`config.mk`:
```
export PLATFORM = sky130hd
export DESIGN_NAME = sdram_arbit
export DESIGN_NICKNAME = d
export VERILOG_FILES = /design/src/rtl/sdram_pkg.sv /design/src/rtl/sdram_arbit.sv
export SDC_FILE = /design/constraint.sdc
export NUM_CORES = 1
export LEC_CHECK = 0
export CAP_MARGIN = 25
export CORE_AREA = 2 2 59 102
export CTS_CLUSTER_DIAMETER = 200
export DETAILED_ROUTE_END_ITERATION = 8
export DIE_AREA = 0 0 61 104
export MAX_ROUTING_LAYER = met4
export PLACE_DENSITY = 0.85
export SLEW_MARGIN = 20
export SYNTH_ARGS = -nofsm -noshare
export SYNTH_HDL_FRONTEND = slang
export SYNTH_SLANG_ARGS = --single-unit
```
`constraint.sdc`:
```
create_clock -name sclk -period 2.7 [get_ports sclk]
set_input_delay 0.27 -clock sclk [delete_from_list [all_inputs] [get_ports sclk]]
set_output_delay 0.27 -clock sclk [all_outputs]
set_load 0.01 [all_outputs]
```
`src/rtl/sdram_pkg.sv`:
```
// Shared SDRAM command encodings and arbiter state encoding used across the controller.
package sdram_pkg;

  // {CS_n, RAS_n, CAS_n, WE_n}
  localparam logic [3:0] CMD_NOP   = 4'b0111;
  localparam logic [3:0] CMD_PREC  = 4'b0010;
  localparam logic [3:0] CMD_AREF  = 4'b0001;
  localparam logic [3:0] CMD_MRS   = 4'b0000;
  localparam logic [3:0] CMD_ACT   = 4'b0011;
  localparam logic [3:0] CMD_WRITE = 4'b0100;
  localparam logic [3:0] CMD_READ  = 4'b0101;

  typedef enum logic [2:0] {
    ST_INIT  = 3'd0,
    ST_ARBIT = 3'd1,
    ST_AREF  = 3'd2,
    ST_WRITE = 3'd3,
    ST_READ  = 3'd4
  } arb_state_e;

  localparam int TMO_CNT_W = 16;

endpackage

```
`src/rtl/sdram_arbit.sv`:
```
// SDRAM command scheduler: grants init/refresh/write/read one at a time and muxes
// the grantee onto the pins, with NOP between grants and a per-grant watchdog.
module sdram_arbit
  import sdram_pkg::*;
#(
  parameter int ADDR_W    = 12,
  parameter int BA_W      = 2,
  parameter int DQ_W      = 16,
  parameter int GRANT_TMO = 1000
) (
  input  logic              sclk,
  input  logic              srst_n,
  input  logic              init_end,
  input  logic [3:0]        init_cmd,
  input  logic [ADDR_W-1:0] init_addr,
  input  logic              aref_req,
  input  logic              aref_end,
  input  logic [3:0]        aref_cmd,
  input  logic [ADDR_W-1:0] aref_addr,
  input  logic              wr_req,
  input  logic              wr_end,
  input  logic [3:0]        wr_cmd,
  input  logic [ADDR_W-1:0] wr_addr,
  input  logic [BA_W-1:0]   wr_ba,
  input  logic [DQ_W-1:0]   wr_dq,
  input  logic              wr_dq_oe,
  input  logic              rd_req,
  input  logic              rd_end,
  input  logic [3:0]        rd_cmd,
  input  logic [ADDR_W-1:0] rd_addr,
  input  logic [BA_W-1:0]   rd_ba,
  output logic              aref_en,
  output logic              wr_en,
  output logic              rd_en,
  output logic              aref_pend,
  output logic              sdram_cke,
  output logic [3:0]        sdram_cmd,
  output logic [ADDR_W-1:0] sdram_addr,
  output logic [BA_W-1:0]   sdram_ba,
  output logic [DQ_W-1:0]   sdram_dq_o,
  output logic              sdram_dq_oe,
  output logic              grant_tmo
);

  localparam logic [TMO_CNT_W-1:0] TMO_LAST = TMO_CNT_W'(GRANT_TMO - 1);

  arb_state_e           state_q, state_d;
  logic                 rr_last_rd_q, rr_last_rd_d;  // 1: READ was granted last
  logic [TMO_CNT_W-1:0] tmo_cnt_q, tmo_cnt_d;
  logic                 grant_tmo_q, grant_tmo_d;
  logic                 cke_q;
  logic                 end_seen;

  always_ff @(posedge sclk or negedge srst_n) begin
    if (!srst_n) begin
      state_q      <= ST_INIT;
      rr_last_rd_q <= 1'b1;
      tmo_cnt_q    <= '0;
      grant_tmo_q  <= 1'b0;
      cke_q        <= 1'b0;
    end else begin
      state_q      <= state_d;
      rr_last_rd_q <= rr_last_rd_d;
      tmo_cnt_q    <= tmo_cnt_d;
      grant_tmo_q  <= grant_tmo_d;
      cke_q        <= 1'b1;
    end
  end

  // Only the current grantee's end flag is looked at.
  always_comb begin
    end_seen = 1'b0;
    case (state_q)
      ST_AREF:  end_seen = aref_end;
      ST_WRITE: end_seen = wr_end;
      ST_READ:  end_seen = rd_end;
      default:  end_seen = 1'b0;
    endcase
  end

  always_comb begin
    state_d      = state_q;
    rr_last_rd_d = rr_last_rd_q;
    tmo_cnt_d    = '0;
    grant_tmo_d  = 1'b0;
    case (state_q)
      ST_INIT: begin
        if (init_end) state_d = ST_ARBIT;
      end
      ST_ARBIT: begin
        if (aref_req)                 state_d = ST_AREF;
        else if (wr_req && rd_req)    state_d = rr_last_rd_q ? ST_WRITE : ST_READ;
        else if (wr_req)              state_d = ST_WRITE;
        else if (rd_req)              state_d = ST_READ;
      end
      ST_AREF, ST_WRITE, ST_READ: begin
        if (end_seen) begin
          state_d = ST_ARBIT;
        end else if (tmo_cnt_q == TMO_LAST) begin
          // Watchdog release; the pulse lands in the following ARBIT cycle.
          state_d     = ST_ARBIT;
          grant_tmo_d = 1'b1;
        end else begin
          tmo_cnt_d = tmo_cnt_q + 1'b1;
        end
        if (state_d == ST_ARBIT) begin
          if (state_q == ST_WRITE) rr_last_rd_d = 1'b0;
          if (state_q == ST_READ)  rr_last_rd_d = 1'b1;
        end
      end
      default: state_d = ST_INIT;
    endcase
  end

  assign aref_en   = (state_q == ST_AREF);
  assign wr_en     = (state_q == ST_WRITE);
  assign rd_en     = (state_q == ST_READ);
  assign aref_pend = aref_req & (wr_en | rd_en);
  assign sdram_cke = cke_q;
  assign grant_tmo = grant_tmo_q;

  always_comb begin
    sdram_cmd   = CMD_NOP;
    sdram_addr  = '0;
    sdram_ba    = '0;
    sdram_dq_o  = '0;
    sdram_dq_oe = 1'b0;
    case (state_q)
      ST_INIT: begin
        sdram_cmd  = init_cmd;
        sdram_addr = init_addr;
      end
      ST_AREF: begin
        sdram_cmd  = aref_cmd;
        sdram_addr = aref_addr;
      end
      ST_WRITE: begin
        sdram_cmd   = wr_cmd;
        sdram_addr  = wr_addr;
        sdram_ba    = wr_ba;
        sdram_dq_o  = wr_dq;
        sdram_dq_oe = wr_dq_oe;
      end
      ST_READ: begin
        sdram_cmd  = rd_cmd;
        sdram_addr = rd_addr;
        sdram_ba   = rd_ba;
      end
      default: ;
    endcase
  end

endmodule

```
==> results of run 1 <==
## worst max-delay path by stage
stage | from | to | cells after the start
CTS | state_q[1] | sdram_addr[7] | 4
detailed placement | state_q[1] | sdram_addr[7] | 4
finish | state_q[1] | sdram_addr[7] | 4
global placement | tmo_cnt_q[11] | state_q[1] | 4
floorplan | tmo_cnt_q[11] | tmo_cnt_q[14] | 7
global route | state_q[1] | sdram_dq_o[0] | 6
## state kept, by name, indices dropped and copies added (netlist names)
name and count:
sdram_cke 1, tmo_cnt_q 16, grant_tmo 1, state_q 3, rr_last_rd_q 1
## cells in the final DEF, fill, tap and decap left out, types with 2 or more instances in the layout
cell,netlist,final
mux2i_1,16,16
and2_1,18,18
nor2b_1,2,2
o21a_1,2,2
nand2_1,21,21
clkbuf_8,0,4
clkdlybuf4s50_1,0,134
inv_1,9,9
nand4_1,7,7
o21ai_0,17,17
xor2_1,2,2
buf_4,0,7
nor4_1,4,4
nand3_1,8,8
dfrtp_1,21,21
a21oi_1,20,20
a22o_1,2,2
nor2_1,35,35
nor3_1,6,6
o22a_1,4,4
nand2b_1,2,2
xnor2_1,11,11
or4_1,3,3
## cell families after synthesis
group	Yosys count	share of synthesized area
AND/OR/NAND/NOR	110	0.300
AO/OA/AOI/OAI	50	0.164
buffers and inverters	28	0.0700
flip-flops	22	0.306
multiplexers	16	0.0887
XOR/XNOR	13	0.0631
adder cells (fa/ha/maj)	1	0.00693
other	1	0.00208
## layer usage
metal  vias to the layer above  global-route usage  wire length [um]
li1                       1079                   -                 -
met1                       996               0.179              2090
met2                       101               0.367              3370
met3                         9              0.0473               713
met4                         0              0.0466                84
met5                         -                   -                 0
## final cells by class
type                       instances  area [um^2]  area share
clock buffer                       4         55.1      0.0168
timing repair buffer             142         1410       0.431
inverter                           9         33.8      0.0103
tap                               76         95.1      0.0291
multi-input combinational        191         1130       0.345
sequential                        22          552       0.169
## power by group
group          leakage (uW)  switching, uW  internal (uW)
Clock             0.0000288           96.3            130
Combinational      0.000911            547            675
Sequential         0.000298           39.8            355
Total               0.00124            683           1160
## metrics by stage
step,total power [uW],worst slack (ns),std cells
finish,1840,0.164,444
global route,1980,0.0261,444
CTS,1860,0.138,443
detailed placement,1630,0.434,439
global placement,1610,0.443,439
floorplan,1020,0.736,241
==> results_dict.tcl, run 1 <==
set metrics [dict create \
    status "complete, no violations" \
    hold_ws_ns 0.314 \
    cpPeakStageDelay_ns 0.60 \
    path_buf_inv 1 \
    max_freq_mhz 394 \
    synthToLayoutAreaGrowth_pct 81.2 \
    synth_top_area_cell "dfrtp_1" \
    totalWireLength_mm 6.26 \
    num-fill-cells 498 \
    ys_warn_count 0 \
    grt_pass1_wl_mm 9.36 \
    maxSlewViolCount 0 \
    core_mm2 0.00554 \
    yosys.cell_count.top_type "nor2_1" \
    die_y_um 104 \
    synth_edf_count 0 \
    postCtsSetupBuffers 0 \
    rsz0062_at_grt "false" \
    ant_nets 0 \
    drt_iter0_drc 107 \
    final-hold-violation-count 0 \
    crit_path_cell_trace "and2_1, a21oi_1, o21ai_0, clkdlybuf4s50_1" \
    rows 36 \
    worst_clock_skew_ns 0.00127 \
    wl_per_cell_um 14.1 \
    grt_max_degree 23 \
    worstSkewPairLatency_ns 0.26 \
    critical_path_peak_fanout 15 \
    cts_hold_buf 0 \
    start_util 0.326 \
    avgViaCountPerCell 4.92 \
    cts.clk_slew.worst_paths_ns 0.07 \
    fin_util 0.591 \
    antenna_found_initial 0 \
    worst_path_max_delay_cell "clkdlybuf4s50_1" \
    arrival_ns 2.27 \
    relSlewSlack 0.638 \
    grt_pass1_vias 2114 \
    place_congestion 0.895 \
    crit_required_ns 2.43 \
    cts_tree "built" \
    dieWidth_um 61 \
    power.leakage_uw 0.00124 \
    fin_area_mm2 0.00327 \
    rr_worst_depth 4 \
    ys_seq_elements 22 \
    numCtsBuffers 3 \
    async_reset_ff_frac 1.00 \
    powerDensity_mw_per_mm2 563 \
    final_nets 464 \
    synthesis.area_mm2 0.00181 \
    dr.pass1.iters 4 \
    seq_area_frac_synth 0.306 \
    dieArea_mm2 0.00634 \
    cts_buffer_depth 2 \
    io_buffers 134 \
    reg2reg_to "state_q[1]" \
    cp_top_family "buffers and inverters" \
    min_period_ns 2.54 \
    avgSynthCellArea_um2 7.49 \
    synth_top_cell_area_share 0.291 \
    yosys-top-cells-area "dfrtp_1 29%, mux2i_1 8.9%, nor2_1 7.3%" \
    n_antenna_cell 0 \
    setup_viol 0 \
    setup-tns-final_ns 0 \
    cts-root-buf "clkbuf_8" \
    routed-via-count 2185 \
    drive_above_1_share 0.0380 \
    end_kind "output port" \
    drc 0 \
    synthFlopType "dfrtp_1" \
    h-tree-depth 1 \
    ys_types 37 \
    io_pins 135 \
    reg2reg_slack_ns 0.46 \
    start_kind "register" \
    min_period_over_period 0.939 \
    hpwl_mm 5.11 \
    hold_path.class "input pin to async pin" \
    cts.sinks 22 \
    worstSetupPathType "register to output port" \
    synth_nets 336 \
    ir_drop_v 0.000287 \
    r2r-start "tmo_cnt_q[11]" \
    ctsResizeCount 0 \
    cap_violations 0 \
    synth_cells 241 \
    synth_common_cells "35 x nor2_1, 21 x dfrtp_1, 21 x nand2_1, 20 x a21oi_1, 18 x and2_1" \
    grt_overflow_total 0 \
    grt_use_total 0.192 \
    place_area_mm2 0.00320 \
    worst_pin_slew_ns 0.543 \
]
No activity file was read; power rests on OpenSTA's default activity.
==> run 2: changes to the inputs <==
--- a/config.mk
+++ b/config.mk
@@ -11,7 +11,7 @@
 export DETAILED_ROUTE_END_ITERATION = 8
 export DIE_AREA = 0 0 61 104
 export MAX_ROUTING_LAYER = met4
-export PLACE_DENSITY = 0.85
+export PLACE_DENSITY = 0.8
 export SLEW_MARGIN = 20
 export SYNTH_ARGS = -nofsm -noshare
 export SYNTH_HDL_FRONTEND = slang
==> run 2 against run 1 <==
Maximum frequency increased by 3.7%. Worst hold slack improved by 0.028 ns. Die area unchanged. Critical path type unchanged. Utilization decreased by 0.25 points. Via count decreased by 3.0%. First-iteration DRC count increased by 44%. Critical endpoint is now sdram_addr[4]. Worst setup slack improved by 0.091 ns. Sequential share of layout area increased by 0.071 points.
==> results_dict.tcl, run 2 (synthesized netlist as in run 1, its figures left out) <==
set metrics [dict create \
    worst_clock_skew_ns 0.00277 \
    powerDensity_mw_per_mm2 563 \
    reg_top3 "tmo_cnt_q (16), state_q (3)" \
    cts.sinks 22 \
    grt_max_degree 23 \
    totalPowerFinal_uw 1840 \
    grt_use_total 0.198 \
    grt_pass1_wl_mm 9.57 \
    final_nets 463 \
    drt_iter0_drc 154 \
    crit_required_ns 2.43 \
    antenna_found_initial 0 \
    routed-via-count 2119 \
    worstSetupPathType "register to output port" \
    h-tree-depth 1 \
    final-hold-violation-count 0 \
    status "complete, no violations" \
    start_kind "register" \
    end_kind "output port" \
    totalWireLength_mm 6.11 \
    grt_overflow_total 0 \
    final_common_cell "clkdlybuf4s50_1" \
    min_period_over_period 0.906 \
    start_util 0.326 \
    worstSkewPairLatency_ns 0.27 \
    drive_above_1_share 0.0381 \
    largest_reg_flops 16 \
    arrival_ns 2.18 \
    ant_nets 0 \
    numCtsBuffers 3 \
    cts-root-buf "clkbuf_8" \
    power.switching_uw 686 \
    power.leakage_uw 0.00123 \
    regMostFlops "tmo_cnt_q" \
    maxSlewViolCount 0 \
    synthToLayoutAreaGrowth_pct 80.5 \
    dr.pass1.iters 4 \
    min_period_ns 2.45 \
    rows 36 \
    power_frac_seq 0.221 \
    wl_per_cell_um 13.8 \
    dieArea_mm2 0.00634 \
    io_pins 135 \
    cap_violations 0 \
    ir_drop_v 0.000338 \
    final_cell_mix "134 x clkdlybuf4s50_1, 35 x nor2_1, 21 x nand2_1, 21 x dfrtp_1, 20 x a21oi_1" \
    grt_pass1_vias 2121 \
    postCtsSetupBuffers 0 \
    cts_tree "built" \
    hold_path.class "input pin to async pin" \
    setup-tns-final_ns 0 \
    p_clk_frac 0.129 \
    setup_viol 0 \
    critical_path_peak_fanout 15 \
    power_frac_comb 0.650 \
    drc 0 \
    p_int_uw 1150 \
    cts.clk_slew.worst_paths_ns 0.08 \
    n_antenna_cell 0 \
    dieWidth_um 61 \
    core_mm2 0.00554 \
    max_freq_mhz 409 \
    avgViaCountPerCell 4.78 \
    hpwl_mm 4.99 \
    cts_buffer_depth 2 \
    die_y_um 104 \
    sw_frac_of_total 0.374 \
    place_congestion 0.901 \
    rsz0062_at_grt "false" \
    io_buffers 134 \
]
## run 2: cell count changes in the layout (fill, tap and decap cells not counted)
cell    delta
and2_1     -1
and2_2     +1
buf_8      -1
## run 2: layout make-up
class	count	area, um^2
sequential	22	552
fill	507	2280
timing repair buffer	141	1390
inverter	9	33.8
tap	76	95.1
multi-input combinational	191	1130
clock buffer	4	55.1
## run 2: path summary, 6_finish.rpt
check	from	end	slack [ns]	depth (start not counted)
worst max-delay path	state_q[0]	sdram_addr[4]	0.25	7
worst min-delay path	srst_n	tmo_cnt_q[12]	0.34	2
worst max register to register	tmo_cnt_q[11]	state_q[1]	0.52	4
worst min register to register	tmo_cnt_q[0]	tmo_cnt_q[0]	0.51	1
max in group asynchronous	srst_n	rr_last_rd_q	2.08	2
min in group sclk	tmo_cnt_q[0]	tmo_cnt_q[0]	0.51	1
## run 2: layer usage
metal | track usage | wire [um] | up-vias | share of wire
li1 | - | - | 1074 | -
met1 | 0.208 | 2230 | 937 | 0.36
met2 | 0.356 | 3240 | 100 | 0.53
met3 | 0.0336 | 534 | 8 | 0.087
met4 | 0.0637 | 103 | 0 | 0.017
met5 | - | 0 | - | 0
## run 2: power by group through the flow
stage | logic (uW) | clock network (uW) | registers [uW]
6_report | 1190 | 237 | 406
3_3_place_gp | 1180 | 0 | 411
5_1_grt | 1310 | 256 | 417
4_1_cts | 1210 | 243 | 405
2_1_floorplan | 641 | 0 | 375
3_5_place_dp | 1200 | 0 | 412
## run 2: per-stage QoR
stage / util / instance area, um^2 / setup WS (ns) / std cells / hold WS, ns
2_1_floorplan: - / 1810 / 0.736 / 241 / -0.0256
3_3_place_gp: 0.578 / 3200 / 0.485 / 439 / 0.485
3_5_place_dp: 0.578 / 3200 / 0.448 / 439 / 0.497
4_1_cts: 0.588 / 3260 / 0.144 / 443 / 0.351
5_1_grt: 0.588 / 3260 / 0.0234 / 443 / 0.400
6_report: 0.588 / 3260 / 0.255 / 443 / 0.342
## run 2: worst max-delay path, stage by stage (launching register included)
cell and delay, ns:
dfrtp_1 0.53, nor2_1 0.16, nand2_1 0.12, inv_1 0.20, buf_4 0.20, nand2_1 0.06
o21ai_0 0.08, clkdlybuf4s50_1 0.57
## run 2: what timing repair did
item	CTS	global route
hold buffers	0	0
resized for setup	0	1
endpoints found under the setup margin	0	11
==> run 3: changes to the inputs <==
--- a/config.mk
+++ b/config.mk
@@ -10,9 +10,10 @@
 export CTS_CLUSTER_DIAMETER = 200
 export DETAILED_ROUTE_END_ITERATION = 8
 export DIE_AREA = 0 0 61 104
+export HOLD_SLACK_MARGIN = 0.06
 export MAX_ROUTING_LAYER = met4
 export PLACE_DENSITY = 0.8
-export SLEW_MARGIN = 20
+export SLEW_MARGIN = 25
 export SYNTH_ARGS = -nofsm -noshare
 export SYNTH_HDL_FRONTEND = slang
 export SYNTH_SLANG_ARGS = --single-unit
==> results of run 3 <==
No change in the layout: final DEF, timing and power equal those of run 2.
